<file path="src/rtl/ps2_pkg.sv">
// ps2_pkg: shared definitions for the PS/2 drive-key tracker.
//   - PS/2 set-2 prefix / control scan codes
//   - accel command encodings
//   - tracker FSM state type
//   - small decode / arbitration helpers
package ps2_pkg;

    localparam logic [7:0] SC_EXT    = 8'hE0;
    localparam logic [7:0] SC_BRK    = 8'hF0;
    localparam logic [7:0] SC_PAUSE  = 8'hE1;
    localparam logic [7:0] SC_BAT    = 8'hAA;
    localparam logic [7:0] SC_ACK    = 8'hFA;
    localparam logic [7:0] SC_RESEND = 8'hFE;
    localparam logic [7:0] SC_BATERR = 8'hFC;
    localparam logic [7:0] SC_OVR_00 = 8'h00;
    localparam logic [7:0] SC_OVR_FF = 8'hFF;

    localparam logic [1:0] ACCEL_GO    = 2'b10;
    localparam logic [1:0] ACCEL_BRAKE = 2'b01;
    localparam logic [1:0] ACCEL_COAST = 2'b00;

    typedef enum logic [2:0] {
        ST_IDLE    = 3'd0,
        ST_EXT     = 3'd1,
        ST_BRK     = 3'd2,
        ST_EXT_BRK = 3'd3,
        ST_PAUSE   = 3'd4
    } ps2_state_e;

    // Keyboard responses and overrun markers that carry no key information.
    function automatic logic is_ignored_code(input logic [7:0] code);
        logic ign;
        case (code)
            SC_ACK, SC_RESEND, SC_BATERR, SC_OVR_00, SC_OVR_FF: ign = 1'b1;
            default:                                            ign = 1'b0;
        endcase
        return ign;
    endfunction

    // Both held -> most recently pressed key wins; otherwise the held key.
    function automatic logic [1:0] accel_arb(input logic go_held,
                                             input logic brk_held,
                                             input logic last_brake);
        logic [1:0] cmd;
        if (go_held && brk_held) begin
            cmd = last_brake ? ACCEL_BRAKE : ACCEL_GO;
        end else if (go_held) begin
            cmd = ACCEL_GO;
        end else if (brk_held) begin
            cmd = ACCEL_BRAKE;
        end else begin
            cmd = ACCEL_COAST;
        end
        return cmd;
    endfunction

endpackage

</file>
<file path="src/rtl/ps2_seq_timeout.sv">
// ps2_seq_timeout: inter-byte watchdog for multi-byte PS/2 sequences.
//   clk_i     system clock
//   rst_n_i   asynchronous active-low reset
//   run_i     a sequence is in progress (count while high, hold at 0 when low)
//   load_i    byte strobe; reloads the count to 0 and suppresses expiry
//   expire_o  high in the cycle the count sits at LIMIT-1 with no strobe
module ps2_seq_timeout #(
    parameter int unsigned LIMIT = 32'd100000
) (
    input  logic clk_i,
    input  logic rst_n_i,
    input  logic run_i,
    input  logic load_i,
    output logic expire_o
);
    import ps2_pkg::*;

    localparam int unsigned CW = (LIMIT > 32'd1) ? $clog2(LIMIT) : 32'd1;
    localparam logic [CW-1:0] LAST = CW'(LIMIT - 32'd1);

    logic [CW-1:0] cnt_q;
    logic [CW-1:0] cnt_d;
    logic          expire_s;

    // Next count: a strobe wins over expiry; expiry restarts from zero.
    always_comb begin
        expire_s = run_i && !load_i && (cnt_q == LAST);
        if (!run_i || load_i || expire_s) begin
            cnt_d = '0;
        end else begin
            cnt_d = cnt_q + CW'(1);
        end
    end

    // Count register.
    always_ff @(posedge clk_i or negedge rst_n_i) begin
        if (!rst_n_i) begin
            cnt_q <= '0;
        end else begin
            cnt_q <= cnt_d;
        end
    end

    assign expire_o = expire_s;

endmodule

</file>
<file path="src/rtl/ps2_drive_key_tracker.sv">
// ps2_drive_key_tracker: decodes the PS/2 byte stream into held-key flags
// for the accelerate and brake keys and arbitrates them into `accel`.
//   CLOCK_50          system clock
//   resetn            asynchronous active-low reset
//   received_data     byte from PS2_Controller, valid with received_data_en
//   received_data_en  one-cycle byte strobe
//   accel             registered command: 10 go, 01 brake, 00 coast
//   accel_held        accelerate key held
//   brake_held        brake key held
//   key_event         one-cycle pulse when either held flag changes
//   seq_error         one-cycle pulse when a multi-byte sequence times out
module ps2_drive_key_tracker #(
    parameter logic [7:0]  KEY_ACCEL      = 8'h75,
    parameter logic [7:0]  KEY_BRAKE      = 8'h72,
    parameter int unsigned TIMEOUT_CYCLES = 32'd100000
) (
    input  logic       CLOCK_50,
    input  logic       resetn,
    input  logic [7:0] received_data,
    input  logic       received_data_en,
    output logic [1:0] accel,
    output logic       accel_held,
    output logic       brake_held,
    output logic       key_event,
    output logic       seq_error
);
    import ps2_pkg::*;

    ps2_state_e state_q, state_d;
    logic [2:0] pause_cnt_q, pause_cnt_d;
    logic       accel_held_q, accel_held_d;
    logic       brake_held_q, brake_held_d;
    logic       last_brake_q, last_brake_d;   // 1: brake was pressed most recently
    logic [1:0] accel_q, accel_d;
    logic       key_event_q, key_event_d;
    logic       seq_error_q, seq_error_d;
    logic       do_make_s, do_break_s, do_bat_s;
    logic       expire_s;

    ps2_seq_timeout #(.LIMIT(TIMEOUT_CYCLES)) u_timeout (
        .clk_i    (CLOCK_50),
        .rst_n_i  (resetn),
        .run_i    (state_q != ST_IDLE),
        .load_i   (received_data_en),
        .expire_o (expire_s)
    );

    // Sequence decode, held-flag update and arbitration.
    always_comb begin
        state_d      = state_q;
        pause_cnt_d  = pause_cnt_q;
        accel_held_d = accel_held_q;
        brake_held_d = brake_held_q;
        last_brake_d = last_brake_q;
        seq_error_d  = 1'b0;
        do_make_s    = 1'b0;
        do_break_s   = 1'b0;
        do_bat_s     = 1'b0;

        if (received_data_en) begin
            case (state_q)
                ST_IDLE: begin
                    if (received_data == SC_EXT) begin
                        state_d = ST_EXT;
                    end else if (received_data == SC_BRK) begin
                        state_d = ST_BRK;
                    end else if (received_data == SC_PAUSE) begin
                        state_d     = ST_PAUSE;
                        pause_cnt_d = 3'd7;
                    end else if (received_data == SC_BAT) begin
                        do_bat_s = 1'b1;
                    end else if (is_ignored_code(received_data)) begin
                        state_d = ST_IDLE;
                    end else begin
                        do_make_s = 1'b1;
                    end
                end
                ST_EXT: begin
                    if (received_data == SC_BRK) begin
                        state_d = ST_EXT_BRK;
                    end else if (received_data == SC_EXT) begin
                        state_d = ST_EXT;
                    end else begin
                        do_make_s = 1'b1;
                        state_d   = ST_IDLE;
                    end
                end
                ST_BRK, ST_EXT_BRK: begin
                    if ((received_data == SC_BRK) || (received_data == SC_EXT)) begin
                        state_d = state_q;
                    end else begin
                        do_break_s = 1'b1;
                        state_d    = ST_IDLE;
                    end
                end
                ST_PAUSE: begin
                    // Seven trailing Pause bytes are swallowed whatever their value.
                    if (pause_cnt_q <= 3'd1) begin
                        pause_cnt_d = 3'd0;
                        state_d     = ST_IDLE;
                    end else begin
                        pause_cnt_d = pause_cnt_q - 3'd1;
                    end
                end
                default: begin
                    state_d     = ST_IDLE;
                    pause_cnt_d = 3'd0;
                end
            endcase
        end else if (expire_s) begin
            state_d     = ST_IDLE;
            pause_cnt_d = 3'd0;
            seq_error_d = 1'b1;
        end else begin
            state_d = state_q;
        end

        // Typematic repeats of an already-held key leave flags and priority alone.
        if (do_make_s && (received_data == KEY_ACCEL) && !accel_held_q) begin
            accel_held_d = 1'b1;
            last_brake_d = 1'b0;
        end else if (do_break_s && (received_data == KEY_ACCEL)) begin
            accel_held_d = 1'b0;
        end else if (do_bat_s) begin
            accel_held_d = 1'b0;
        end else begin
            accel_held_d = accel_held_d;
        end

        if (do_make_s && (received_data == KEY_BRAKE) && !brake_held_q) begin
            brake_held_d = 1'b1;
            last_brake_d = 1'b1;
        end else if (do_break_s && (received_data == KEY_BRAKE)) begin
            brake_held_d = 1'b0;
        end else if (do_bat_s) begin
            brake_held_d = 1'b0;
        end else begin
            brake_held_d = brake_held_d;
        end

        accel_d     = accel_arb(accel_held_d, brake_held_d, last_brake_d);
        key_event_d = (accel_held_d != accel_held_q) || (brake_held_d != brake_held_q);
    end

    // State and output registers.
    always_ff @(posedge CLOCK_50 or negedge resetn) begin
        if (!resetn) begin
            state_q      <= ST_IDLE;
            pause_cnt_q  <= 3'd0;
            accel_held_q <= 1'b0;
            brake_held_q <= 1'b0;
            last_brake_q <= 1'b0;
            accel_q      <= ACCEL_COAST;
            key_event_q  <= 1'b0;
            seq_error_q  <= 1'b0;
        end else begin
            state_q      <= state_d;
            pause_cnt_q  <= pause_cnt_d;
            accel_held_q <= accel_held_d;
            brake_held_q <= brake_held_d;
            last_brake_q <= last_brake_d;
            accel_q      <= accel_d;
            key_event_q  <= key_event_d;
            seq_error_q  <= seq_error_d;
        end
    end

    assign accel      = accel_q;
    assign accel_held = accel_held_q;
    assign brake_held = brake_held_q;
    assign key_event  = key_event_q;
    assign seq_error  = seq_error_q;

endmodule
</file>
<file path="config.mk">
export PLATFORM = sky130hd
export DESIGN_NAME = ps2_drive_key_tracker
export DESIGN_NICKNAME = d
export VERILOG_FILES = /design/src/rtl/ps2_pkg.sv /design/src/rtl/ps2_seq_timeout.sv /design/src/rtl/ps2_drive_key_tracker.sv
export SDC_FILE = /design/constraint.sdc
export NUM_CORES = 1
export LEC_CHECK = 0
export CORE_MARGIN = 8
export CORE_UTILIZATION = 56
export DETAILED_ROUTE_END_ITERATION = 7
export HOLD_SLACK_MARGIN = 0.03
export MAX_ROUTING_LAYER = met4
export PLACE_DENSITY = 0.89
export SLEW_MARGIN = 20
export SYNTH_ARGS = -nofsm -noshare
export SYNTH_HDL_FRONTEND = slang
export SYNTH_HIERARCHICAL = 1
export SYNTH_SLANG_ARGS = --single-unit
</file>
<file path="constraint.sdc">
create_clock -name CLOCK_50 -period 2.55 [get_ports CLOCK_50]
set_input_delay 0.255 -clock CLOCK_50 [delete_from_list [all_inputs] [get_ports CLOCK_50]]
set_output_delay 0.255 -clock CLOCK_50 [all_outputs]
set_load 0.005 [all_outputs]
</file>
# Word-level counts from Yosys, hierarchy flattened
# Cells that the tools add are included.
[op_classes]
muxes = 58
reduce_logical = 26
n_eq_ne = 25
n_addsub = 2
magnitude_cmp = 1
[ops]
columns = ["cell", "n"]
rows = [
  ["8-bit == test, second input constant", 8],
  ["3-bit 2-to-1 mux", 14],
  ["1-bit 2-to-1 mux", 36],
  ["17-bit by 1-bit adder with 17-bit output, second input constant", 1],
  ["17-bit == test, second input constant", 1],
  ["17-bit 2-to-1 mux", 1],
  ["8-bit by 7-bit == test with 1-bit output, second input constant", 2],
  ["3-bit inequality test, second input constant", 5],
  ["6-bit inequality test, second input constant", 2],
  ["3-bit case mux with 4 select lines", 1],
  ["5-bit AND reduction", 2],
  ["1-bit logical AND", 9],
  ["3-bit case mux with 3 select lines", 1],
  ["8-bit zero test", 1],
  ["2-bit 2-to-1 mux", 4],
  ["3-bit by 2-bit == test with 1-bit output, second input constant", 2],
  ["5-bit OR reduction", 1],
  ["1-bit zero test", 4],
  ["1-bit logical OR", 4],
  ["3-bit by 1-bit == test with 1-bit output, second input constant", 1],
  ["3-bit == test, second input constant", 1],
  ["3-bit by 1-bit <= comparator with 1-bit output, second input constant", 1],
  ["3-bit zero test", 1],
  ["3-bit nonzero test", 1],
  ["7 further kinds", 8],
]
[word_totals]
input_bits = 11
out_inout_bits = 6
ff_bits = 30
word_cells = 121

# Logic depth before layout (Yosys ltp)
# Gate-level depths: netlist (run 1).
[depth]
word_depth = 22
ltp_mapped = 8
depth_no_buf = 8

# Cells and area by module
# Netlist (run 1), hierarchy kept.
[modules_own_cells]
columns = ["mod", "area_each_um2", "n_inst", "cells_per_inst"]
rows = [
  ["ps2_seq_timeout", 895.9, 1, 88],
  ["ps2_drive_key_tracker", 804.5, 1, 89],
]

# Worst setup path after synthesis (run 1)
# Ideal clock, no wire load.
[synth_timing]
kind = "flip-flop to flip-flop"
from = "register state_q[1]"
to = "register accel_q[1] (netlist: accel[1])"
setup_time_ns = 0.120
stages_incl_launch_ff = 6
setup_slack_ns = 0.635
period_less_slack_ns = 1.915
t_arrival_ns = 1.794
path_cell_list = "dfrtp_1 > or4b_4 > or4_4 > o211ai_2 > nand2_1 > o211a_1"
[synth_via]
elab_chain_len = 9
[synth_lines]
columns = ["element", "line_no", "rtl"]
rows = [
  ["start: declaration", "ps2_drive_key_tracker.sv:29", "ps2_state_e state_q, state_d;"],
  ["start signal: assignment", "ps2_drive_key_tracker.sv:157", "state_q <= state_d;"],
  ["3-bit by 2-bit == test with 1-bit output", "ps2_drive_key_tracker.sv:61", "case (state_q)"],
  ["2-bit OR reduction", "--", ""],
  ["1-bit 2-to-1 mux", "ps2_drive_key_tracker.sv:61", ""],
  ["1-bit 2-to-1 mux", "ps2_drive_key_tracker.sv:60", "if (received_data_en) begin"],
  ["1-bit logical AND", "ps2_drive_key_tracker.sv:122", "end else if (do_break_s && (received_data == KEY_ACCEL)) begin"],
  ["1-bit 2-to-1 mux", "ps2_drive_key_tracker.sv:122", ""],
  ["1-bit 2-to-1 mux (*)", "ps2_drive_key_tracker.sv:119", "if (do_make_s && (received_data == KEY_ACCEL) && !accel_held_q) begin"],
  ["via accel_held_d", "ps2_drive_key_tracker.sv:31", "logic accel_held_q, accel_held_d;"],
  ["2-bit 2-to-1 mux / 1-bit logical AND (equally long branches)", "ps2_pkg.sv:47, ps2_pkg.sv:45", ""],
  ["2-bit 2-to-1 mux (*)", "ps2_pkg.sv:45", "if (go_held && brk_held) begin"],
  ["via accel_d[1]", "ps2_drive_key_tracker.sv:34", "logic [1:0] accel_q, accel_d;"],
  ["end signal: assignment", "ps2_drive_key_tracker.sv:162", "accel_q <= accel_d;"],
  ["end: declaration", "ps2_drive_key_tracker.sv:34", ""],
]
# The timed path passes the listed nets; every way through them passes the cells marked *.
# A chain may end at the register's enable or synchronous reset.

# Worst setup path after layout (run 1)
[layout_timing]
from = "register u_timeout.cnt_q[0]"
to = "register pause_cnt_q[2]"
[layout_via]
elab_chain_len = 4
[layout_lines]
columns = ["element", "line_no", "rtl"]
rows = [
  ["start: declaration", "ps2_seq_timeout.sv:21", "logic [CW-1:0] cnt_q;"],
  ["start signal: assignment", "ps2_seq_timeout.sv:40", "cnt_q <= cnt_d;"],
  ["17-bit == test", "ps2_seq_timeout.sv:27", "expire_s = run_i && !load_i && (cnt_q == LAST);"],
  ["1-bit logical AND", "ps2_seq_timeout.sv:27", ""],
  ["via expire_s", "ps2_drive_key_tracker.sv:38", "logic expire_s;"],
  ["2-bit nonzero test (no line)", "--", ""],
  ["5-bit AND reduction (no line)", "--", ""],
  ["end signal: assignment", "ps2_drive_key_tracker.sv:158", "pause_cnt_q <= pause_cnt_d;"],
  ["end: declaration", "ps2_drive_key_tracker.sv:30", "logic [2:0] pause_cnt_q, pause_cnt_d;"],
]
# The timed path passes the listed nets, and every way through them passes these cells.

==> results of run 1 <==
[where the power goes]
part | internal [mW] | switching (mW) | total, mW
logic | 0.0790 | 0.0888 | 0.168
clock network | 0.124 | 0.153 | 0.277
registers | 0.502 | 0.0202 | 0.522
total | 0.704 | 0.262 | 0.967
[state kept, by name, summed over array words and instances, names as in the netlist]
signal and cells:
last_brake_q 1, u_timeout/cnt_q 17, pause_cnt_q 3, seq_error 1, accel_held 1, key_event 1, brake_held 1, accel 2
state_q 3
[stage by stage]
| step | total power, mW | util | instance area, um2 | hold slack [ps] |
|---|---|---|---|---|
| after floorplan | 0.629 | - | 1700 | -40.6 |
| after global placement | 0.686 | 0.639 | 1900 | 481 |
| after detailed placement | 0.700 | 0.639 | 1900 | 492 |
| after CTS | 0.977 | 0.656 | 1950 | 318 |
| after global routing | 1.02 | 0.656 | 1950 | 343 |
| final | 0.967 | 0.656 | 1950 | 310 |
[layout by cell type (no fill, tap or decap), types with 2 or more instances in the layout]
cell type	count
nor2_1	25
nor4_2	2
o22ai_1	2
nand3_1	8
or3_1	2
nor2_2	2
nor3_1	4
inv_1	9
clkdlybuf4s50_1	16
nand4_2	2
nand2b_1	5
dfrtp_1	30
nor2b_1	3
clkbuf_4	5
buf_4	3
xnor2_1	14
nor4_1	6
o211ai_2	2
nand2_1	15
ha_1	3
o21ai_0	9
nand4_1	5
[worst register-to-register path: cells and delay by family, from the launching register on]
family                     cells  cell delay [ps]
and+or+nand+nor                4              740
AOI/OAI and AO/OA              3              670
DFF                            1              410
adders and majority gates      1              240
[cells in the mapped netlist (all sizes together) (2+ instances only)]
cell type	number	share of area
and4b	2	0.013
buf	2	0.011
dfrtp	30	0.44
ha	3	0.022
inv	9	0.020
nand2	15	0.033
nand2b	5	0.018
nand3	8	0.024
nand4	8	0.046
nor2	27	0.063
nor2b	3	0.011
nor3	5	0.018
nor4	8	0.037
o211ai	3	0.019
o21ai	11	0.035
o22ai	2	0.0074
or3	2	0.0074
or3b	2	0.010
xnor2	14	0.072
[layer usage]
metal | track usage | vias to the layer above
li1 | - | 669
met1 | 0.172 | 652
met2 | 0.279 | 34
met3 | 0.0636 | 9
met4 | 0.0647 | 0
met5 | - | -
[cells by family after synthesis]
group / share of synthesized area
AND/OR/NAND/NOR: 0.328
flip-flops: 0.442
AO/OA/AOI/OAI: 0.0979
XOR/XNOR: 0.0773
buffers and inverters: 0.0331
adder cells (fa/ha/maj): 0.0221
[cell type report]
cell class	count	area (um2)
timing repair buffer	19	183
tap	33	41.3
inverter	9	33.8
clock buffer	6	51.3
multi-input combinational	135	893
sequential	30	751
fill	232	1020
[final timing paths]
check	from	end	slack, ps	cells after the start
setup / recovery	u_timeout/cnt_q[0]	pause_cnt_q[2]	390	8
hold / removal	resetn	u_timeout/cnt_q[16]	310	2
setup reg to reg	u_timeout/cnt_q[0]	pause_cnt_q[2]	390	8
hold reg to reg	u_timeout/cnt_q[0]	u_timeout/cnt_q[0]	500	1
max in group asynchronous	resetn	brake_held	1960	2
min in group CLOCK_50	u_timeout/cnt_q[0]	u_timeout/cnt_q[0]	500	1
==> qor.csv, run 1 <==
stage;metric;value;unit
job;max cap viols;0;
timing;Period Utilization, post-route;0.846;
routing;Vias/cell;5.88;
setup_path;endpoint class of the critical path;register;
yosys;async set or reset register ratio after synthesis;1.00;
die;IO Pins;17;
timing;RSZ-0062 raised after global routing;false;
timing;Clock Skew;4.66;ps
finish;Post-layout nets;214;
power_and_ir_drop;leak pwr;0.799;nW
power_and_ir_drop;Power Dens Cells;495;nW/um2
routing;antenna-violating nets left;0;
cts;clk buf depth;2;
timing;Slew Limit Fails;0;
cts;Post-CTS Setup Repair Bufs;0;
power_and_ir_drop;maximum vdd drop;0.315;mV
routing;highest routed layer;met4;
run_status;outcome;completed;
routing;initial drt markers;99;
die;Die Wd;71.1;um
finish;Area Overhead vs Synth;14.9;%
global_routing;antenna violations before repair;0;
setup_path;CP max FO;6;
yosys;Mapped Nets;191;
die;Core Area;2980;um2
cts;CTS tree;done;
timing;Fin. Hold Viols;0;
yosys;Yosys reg bits;30;
global_routing;number of global-route vias before repair;1439;
cts;CTS Sinks;30;
timing;setup TNS;0;ps
yosys;Mapped Area;1700;um2
cts;clock-pin slew on the worst setup and hold paths;90;ps
routing;via count;1364;
routing;Met1 Wirelength;1440;um
yosys;Mapped Cells;177;
yosys;average instance area after synthesis;9.61;um2
placed_design;DP Worst Slack;203;ps
cts;CTS buffer count;5;
placed_design;post-detail-place hpwl;2720;um
setup_path;crit-path cells;ha_1 -> nand4_2 -> nand4b_1 -> nor2_1 -> nor2_1 -> a21oi_1 -> o21ai_0 -> a22o_1;
setup_path;Data required, critical path;2770;ps
global_routing;GRT Util Overall;0.166;
routing;final wirelength;3580;um
die;Die Y-Extent;71.1;um
timing;Tmin final;2160;ps
yosys;sequential cell area fraction in the yosys report;0.442;
timing;final setup margin;393;ps
setup_path;Largest stage delay, worst path;410;ps
timing;Least-Margin Pin Slew;657;ps
placed_design;Placed Instances;226;
cts;Skew-Pair Late Insertion Delay;320;ps
setup_path;startpoint types;register;
finish;diode count;0;
setup_path;Slowest-stage cell, CP;dfrtp_1;
yosys;EDFF count, synth;0;
die;Initial Utilization;0.571;
routing;routed length per instance;15.4;um
global_routing;largest net degree at the start of global routing;31;
yosys;distinct cell type count after synthesis;48;
cts;Hold-fix buffers, CTS;0;
timing;Max Clk Rate;464;MHz
placed_design;port bufs;16;
cts;CTS resizes;0;
setup_path;critical path's most frequent cell;nor2_1;
routing;met2 WL;1880;um
timing;# setup viols final;0;
routing;DRC viols;0;
finish;layout cells sized above 1;0.136;
hold_path;Hold Path Class;primary input to asynchronous set/reset pin;
cts;H-tree depth;2;
cts;Root Driver;clkbuf_4;
routing;DRT Pass-1 Iters;4;
global_routing;first-pass GRT wire length;6440;um
setup_path;CP Buf/Inv Count;0;
die;num rows;20;
yosys;Yosys warnings;6;
placed_design;gpl congestion;0.898;
setup_path;kind of critical path;register to register;
yosys;Post-synth top flop;dfrtp_1;
routing;met3 WL;181;um
global_routing;GRT Residual Overflow;0;
setup_path;Worst EP arrival;2370;ps
timing;Slew headroom;0.562;
finish;Post-Layout Cell Count;232;
setup_path;delay-heaviest family, CP;simple AND/OR/NAND/NOR gates;
die;DIE AREA;5060;um2
(Power assumes the default switching activity.)
==> run 2, diff against run 1 <==
==> constraint.sdc (replaced) <==
create_clock -name CLOCK_50 -period 2.2 [get_ports CLOCK_50]
set_input_delay 0.22 -clock CLOCK_50 [delete_from_list [all_inputs] [get_ports CLOCK_50]]
set_output_delay 0.22 -clock CLOCK_50 [all_outputs]
set_load 0.005 [all_outputs]
==> qor.csv, run 2 (synthesized netlist as in run 1, its figures left out) <==
stage;metric;value;unit;change
run_status;outcome;completed;;unchanged
finish;Most flops, register;u_timeout/cnt_q;;unchanged
routing;DRT Pass-1 Iters;6;;was 4
placed_design;port bufs;16;;unchanged
routing;routed length per instance;15.9;um;was 15.4 um
cts;CTS buffer count;5;;unchanged
finish;Area Overhead vs Synth;19.9;%;was 14.9%
finish;diode count;0;;unchanged
placed_design;post-detail-place hpwl;2900;um;was 2720 um
setup_path;CP max FO;5;;was 6
setup_path;Largest stage delay, worst path;570;ps;was 410 ps
global_routing;GRT Residual Overflow;0;;unchanged
timing;Slew Limit Fails;0;;unchanged
cts;clock-pin slew on the worst setup and hold paths;110;ps;was 90 ps
finish;most frequent cells in the layout;30 x dfrtp_1, 25 x nor2_1, 16 x clkdlybuf4s50_1, 15 x nand2_1, 14 x xnor2_1;;unchanged
routing;final wirelength;3870;um;was 3580 um
setup_path;Data required, critical path;2420;ps;was 2770 ps
hold_path;Hold Path Class;primary input to asynchronous set/reset pin;;unchanged
die;Core Area;2980;um2;unchanged
routing;via count;1439;;was 1364
setup_path;crit-path cells;or4b_4 -> or4_4 -> o211ai_2 -> nand2b_1 -> o21ai_1;;was ha_1 -> nand4_2 -> nand4b_1 -> nor2_1 -> nor2_1 -> a21oi_1 -> o21ai_0 -> a22o_1
die;Initial Utilization;0.571;;unchanged
timing;Slew headroom;0.692;;was 0.562
timing;Max Clk Rate;493;MHz;was 464 MHz
routing;DRC viols;0;;unchanged
routing;initial drt markers;98;;was 99
cts;H-tree depth;2;;unchanged
timing;# setup viols final;0;;unchanged
cts;Skew-Pair Late Insertion Delay;350;ps;was 320 ps
timing;Least-Margin Pin Slew;457;ps;was 657 ps
finish;commonest non-fill, non-tap cell in the layout;dfrtp_1;;unchanged
die;Die Y-Extent;71.1;um;unchanged
setup_path;kind of critical path;register to register;;unchanged
global_routing;largest net degree at the start of global routing;31;;unchanged
power_and_ir_drop;Design Power;1.18;mW;was 0.967 mW
timing;Period Utilization, post-route;0.922;;was 0.846
die;Die Wd;71.1;um;unchanged
global_routing;first-pass GRT wire length;6760;um;was 6440 um
die;IO Pins;17;;unchanged
timing;RSZ-0062 raised after global routing;false;;unchanged
timing;Tmin final;2030;ps;was 2160 ps
setup_path;Worst EP arrival;2250;ps;was 2370 ps
routing;antenna-violating nets left;0;;unchanged
routing;Vias/cell;5.92;;was 5.88
die;DIE AREA;5060;um2;unchanged
setup_path;endpoint class of the critical path;register;;unchanged
power_and_ir_drop;Power Dens Cells;577;nW/um2;was 495 nW/um2
setup_path;startpoint types;register;;unchanged
cts;Post-CTS Setup Repair Bufs;0;;unchanged
timing;Clock Skew;18.1;ps;was 4.66 ps
cts;Root Driver;clkbuf_4;;unchanged
power_and_ir_drop;leak pwr;0.848;nW;was 0.799 nW
die;num rows;20;;unchanged
setup_path;Slowest-stage cell, CP;or4_4;;was dfrtp_1
power_and_ir_drop;maximum vdd drop;0.423;mV;was 0.315 mV
finish;largest registers;u_timeout/cnt_q (17), pause_cnt_q (3), state_q (3);;unchanged
placed_design;gpl congestion;0.894;;was 0.898
finish;layout cells sized above 1;0.186;;was 0.136
job;max cap viols;0;;unchanged
global_routing;GRT Util Overall;0.174;;was 0.166
global_routing;antenna violations before repair;0;;unchanged
cts;Hold-fix buffers, CTS;0;;unchanged
finish;Post-layout nets;223;;was 214
global_routing;number of global-route vias before repair;1484;;was 1439
finish;max FFs per register;17;;unchanged
setup_path;CP Buf/Inv Count;0;;unchanged
cts;CTS Sinks;30;;unchanged
timing;Fin. Hold Viols;0;;unchanged
cts;CTS tree;done;;unchanged
cts;clk buf depth;2;;unchanged
setup_path;delay-heaviest family, CP;simple AND/OR/NAND/NOR gates;;unchanged
cts;CTS resizes;0;;unchanged
finish;Core Util, Final;0.685;;was 0.656
## run 2: where the power goes
group / leakage, nW / switching [mW] / internal (mW)
Combinational: 0.403 / 0.108 / 0.105
Clock: 0.0343 / 0.203 / 0.153
Sequential: 0.411 / 0.0256 / 0.581
Total: 0.848 / 0.337 / 0.840
## run 2: area by class of cell
class | instances | area [um2]
fill | 246 | 938
multi-input combinational | 135 | 900
sequential | 30 | 751
timing repair buffer | 28 | 250
clock buffer | 6 | 51.3
tap | 33 | 41.3
inverter | 9 | 33.8
clock inverter | 2 | 12.5
## run 2: path summary, 6_finish.rpt
kind	from	to	slack, ps	cells after the start
worst max-delay path	state_q[1]	accel[0]	170	5
worst min-delay path	resetn	u_timeout/cnt_q[9]	240	2
worst max register to register	state_q[1]	accel[0]	170	5
worst min register to register	u_timeout/cnt_q[0]	u_timeout/cnt_q[0]	500	1
max in group asynchronous	resetn	accel[1]	1660	2
min in group CLOCK_50	u_timeout/cnt_q[0]	u_timeout/cnt_q[0]	500	1
## run 2: worst reg2reg max path, delay by kind of cell, from the launching register on
family,cells,cell delay (ps)
and+or+nand+nor,3,1270
DFF,1,450
AOI/OAI and AO/OA,2,190
## run 2: layer usage
metal  wire length, um  part of all wire  vias up  GRT usage
met3               132             0.034        7     0.0452
met2              2090              0.54       34      0.308
met4                61             0.016        0     0.0831
li1                  -                 -      697          -
met1              1580              0.41      701      0.173
met5                 0                 0        -          -
## run 2: stage by stage
step	hold slack, ps	instance area, um2	worst slack (ps)	setup TNS (ps)	cells
global placement	476	1970	31.8	0	235
CTS	243	2030	152	0	243
global route	277	2040	48.1	0	243
floorplan	-75.6	1700	285	0	177
detailed placement	494	1970	-29.0	-29.0	235
finish	242	2040	171	0	243
==> run 3, diff against run 2 <==
--- a/config.mk
+++ b/config.mk
@@ -6,11 +6,12 @@
 export NUM_CORES = 1
 export LEC_CHECK = 0
 export CORE_MARGIN = 8
-export CORE_UTILIZATION = 56
+export CORE_UTILIZATION = 60
 export DETAILED_ROUTE_END_ITERATION = 7
+export DONT_BUFFER_PORTS = 1
 export HOLD_SLACK_MARGIN = 0.03
 export MAX_ROUTING_LAYER = met4
-export PLACE_DENSITY = 0.89
+export PLACE_DENSITY = 0.86
 export SLEW_MARGIN = 20
 export SYNTH_ARGS = -nofsm -noshare
 export SYNTH_HDL_FRONTEND = slang
==> qor.csv, run 3 (synthesized netlist as in run 1, its figures left out) <==
stage;metric;value;unit;change
finish;largest registers;u_timeout/cnt_q (17), pause_cnt_q (3), state_q (3);;unchanged
global_routing;GRT Residual Overflow;0;;unchanged
routing;DRT Pass-1 Iters;4;;was 6
global_routing;first-pass GRT wire length;6330;um;was 6760 um
routing;via count;1338;;was 1439
setup_path;CP Launch Point;state_q[1];;unchanged
placed_design;port bufs;0;;was 16
placed_design;gpl congestion;0.872;;was 0.894
power_and_ir_drop;leak pwr;0.782;nW;was 0.848 nW
hold_path;HP Start;received_data[0];;
timing;Tmin final;2060;ps;was 2030 ps
finish;FILL cells;211;;was 246
timing;Fin. Hold Viols;0;;unchanged
setup_path;startpoint types;register;;unchanged
setup_path;Critical R2R Capture;accel[1];;was accel[0]
die;IO Pins;17;;unchanged
routing;routed length per instance;16.4;um;was 15.9 um
routing;Vias/cell;6.05;;was 5.92
global_routing;number of global-route vias before repair;1356;;was 1484
finish;diode count;0;;unchanged
setup_path;Data required, critical path;2420;ps;about the same
routing;antenna-violating nets left;0;;unchanged
setup_path;Worst R2R Path Depth;5;;unchanged
cts;Root Driver;clkbuf_4;;unchanged
cts;CTS Sinks;30;;unchanged
finish;most frequent cells in the layout;30 x dfrtp_1, 25 x nor2_1, 15 x nand2_1, 14 x xnor2_1;;was 30 x dfrtp_1, 25 x nor2_1, 16 x clkdlybuf4s50_1, 15 x nand2_1, 14 x xnor2_1
hold_path;Hold EP;state_q[2];;
die;Die Y-Extent;69.2;um;was 71.1 um
finish;Most flops, register;u_timeout/cnt_q;;unchanged
setup_path;kind of critical path;register to register;;unchanged
setup_path;endpoint class of the critical path;register;;unchanged
setup_path;CP max FO;6;;was 5
timing;Least-Margin Pin Slew;454;ps;was 457 ps
global_routing;antenna violations before repair;0;;unchanged
cts;Skew-Pair Late Insertion Delay;330;ps;was 350 ps
finish;Post-layout nets;203;;was 223
die;Initial Utilization;0.622;;was 0.571
routing;final wirelength;3620;um;was 3870 um
power_and_ir_drop;Power Dens Cells;644;nW/um2;was 577 nW/um2
die;Core Area;2730;um2;was 2980 um2
die;Die Wd;69.2;um;was 71.1 um
timing;setup TNS;0;ps;unchanged
die;num rows;19;;was 20
cts;H-tree depth;2;;unchanged
global_routing;largest net degree at the start of global routing;31;;unchanged
cts;CTS buffer count;5;;unchanged
hold_path;hold path cells;2;;
power_and_ir_drop;maximum vdd drop;0.641;mV;was 0.423 mV
timing;Fin Hold WS;52.4;ps;was 242 ps
hold_path;Hold Path Class;primary input to register;;was primary input to asynchronous set/reset pin
setup_path;Worst R2R Start;state_q[1];;unchanged
setup_path;Worst EP arrival;2270;ps;was 2250 ps
setup_path;r2r setup slk;140;ps;was 170 ps
finish;layout cells sized above 1;0.168;;was 0.186
run_status;outcome;completed;;unchanged
timing;Clock Skew;10.3;ps;was 18.1 ps
timing;Slew Limit Fails;0;;unchanged
timing;Period Utilization, post-route;0.936;;was 0.922
timing;Max Clk Rate;486;MHz;was 493 MHz
finish;commonest non-fill, non-tap cell in the layout;dfrtp_1;;unchanged
timing;RSZ-0062 raised after global routing;false;;unchanged
cts;Post-CTS Setup Repair Bufs;0;;unchanged
routing;initial drt markers;76;;was 98
global_routing;GRT Util Overall;0.163;;was 0.174
finish;Area Overhead vs Synth;10.6;%;was 19.9%
job;max cap viols;0;;unchanged
routing;DRC viols;0;;unchanged
placed_design;post-detail-place hpwl;2640;um;was 2900 um
timing;# setup viols final;0;;unchanged
timing;Slew headroom;0.694;;was 0.692
finish;max FFs per register;17;;unchanged
die;DIE AREA;4790;um2;was 5060 um2
cts;CTS tree;done;;unchanged
cts;clk buf depth;2;;unchanged
cts;clock-pin slew on the worst setup and hold paths;100;ps;was 110 ps
-- run 3: area by class of cell --
class	instances	area, um2	share of cell area
Timing Repair Buffer	8	80.1	0.0426
Inverter	9	33.8	0.0180
Clock buffer	5	37.5	0.0200
Sequential cell	30	751	0.399
Clock inverter	3	40.0	0.0213
Multi-Input combinational cell	135	900	0.478
Tap cell	31	38.8	0.0206
-- run 3: timing repair --
item	in CTS	in global routing
hold buffers	4	0
resized for setup	0	1
endpoints found under the setup margin	0	3
endpoints found under the hold margin	32	0
-- run 3: worst max path at each step --
stage	slack [ps]	endpoint
6_report	140	accel[1]
5_1_grt	70	state_q[0]
4_1_cts	90	state_q[0]
3_5_place_dp	150	accel[1]
3_3_place_gp	230	accel[1]
2_1_floorplan	290	accel[1]
-- run 3: metrics by stage --
stage | utilization | cell area, um2 | total power, mW | setup WS [ps] | cells
floorplan | - | 1700 | 0.729 | 285 | 177
global route | 0.688 | 1880 | 1.26 | 71.0 | 221
finish | 0.688 | 1880 | 1.21 | 141 | 221
detailed placement | 0.639 | 1750 | 0.767 | 152 | 209
global placement | 0.639 | 1750 | 0.750 | 235 | 209
CTS | 0.686 | 1870 | 1.22 | 92.6 | 221
-- run 3: critical path, stage by stage, from the launching register on --
cell and delay, ps:
dfrtp_1 430, or4b_4 600, or4_4 580, o211ai_2 100, nand2_1 100, o211a_1 140
-- run 3: routing by layer --
metal,routed length (um),GRT usage,part of all wire
met5,0,-,0
met4,121,0.0752,0.033
met3,109,0.0515,0.030
met2,1860,0.270,0.51
met1,1530,0.172,0.42
-- run 3: where the power goes --
part / internal [mW] / leakage (nW) / switching [mW]
logic: 0.0751 / 0.326 / 0.0941
registers: 0.581 / 0.411 / 0.0273
clock network: 0.235 / 0.0450 / 0.197
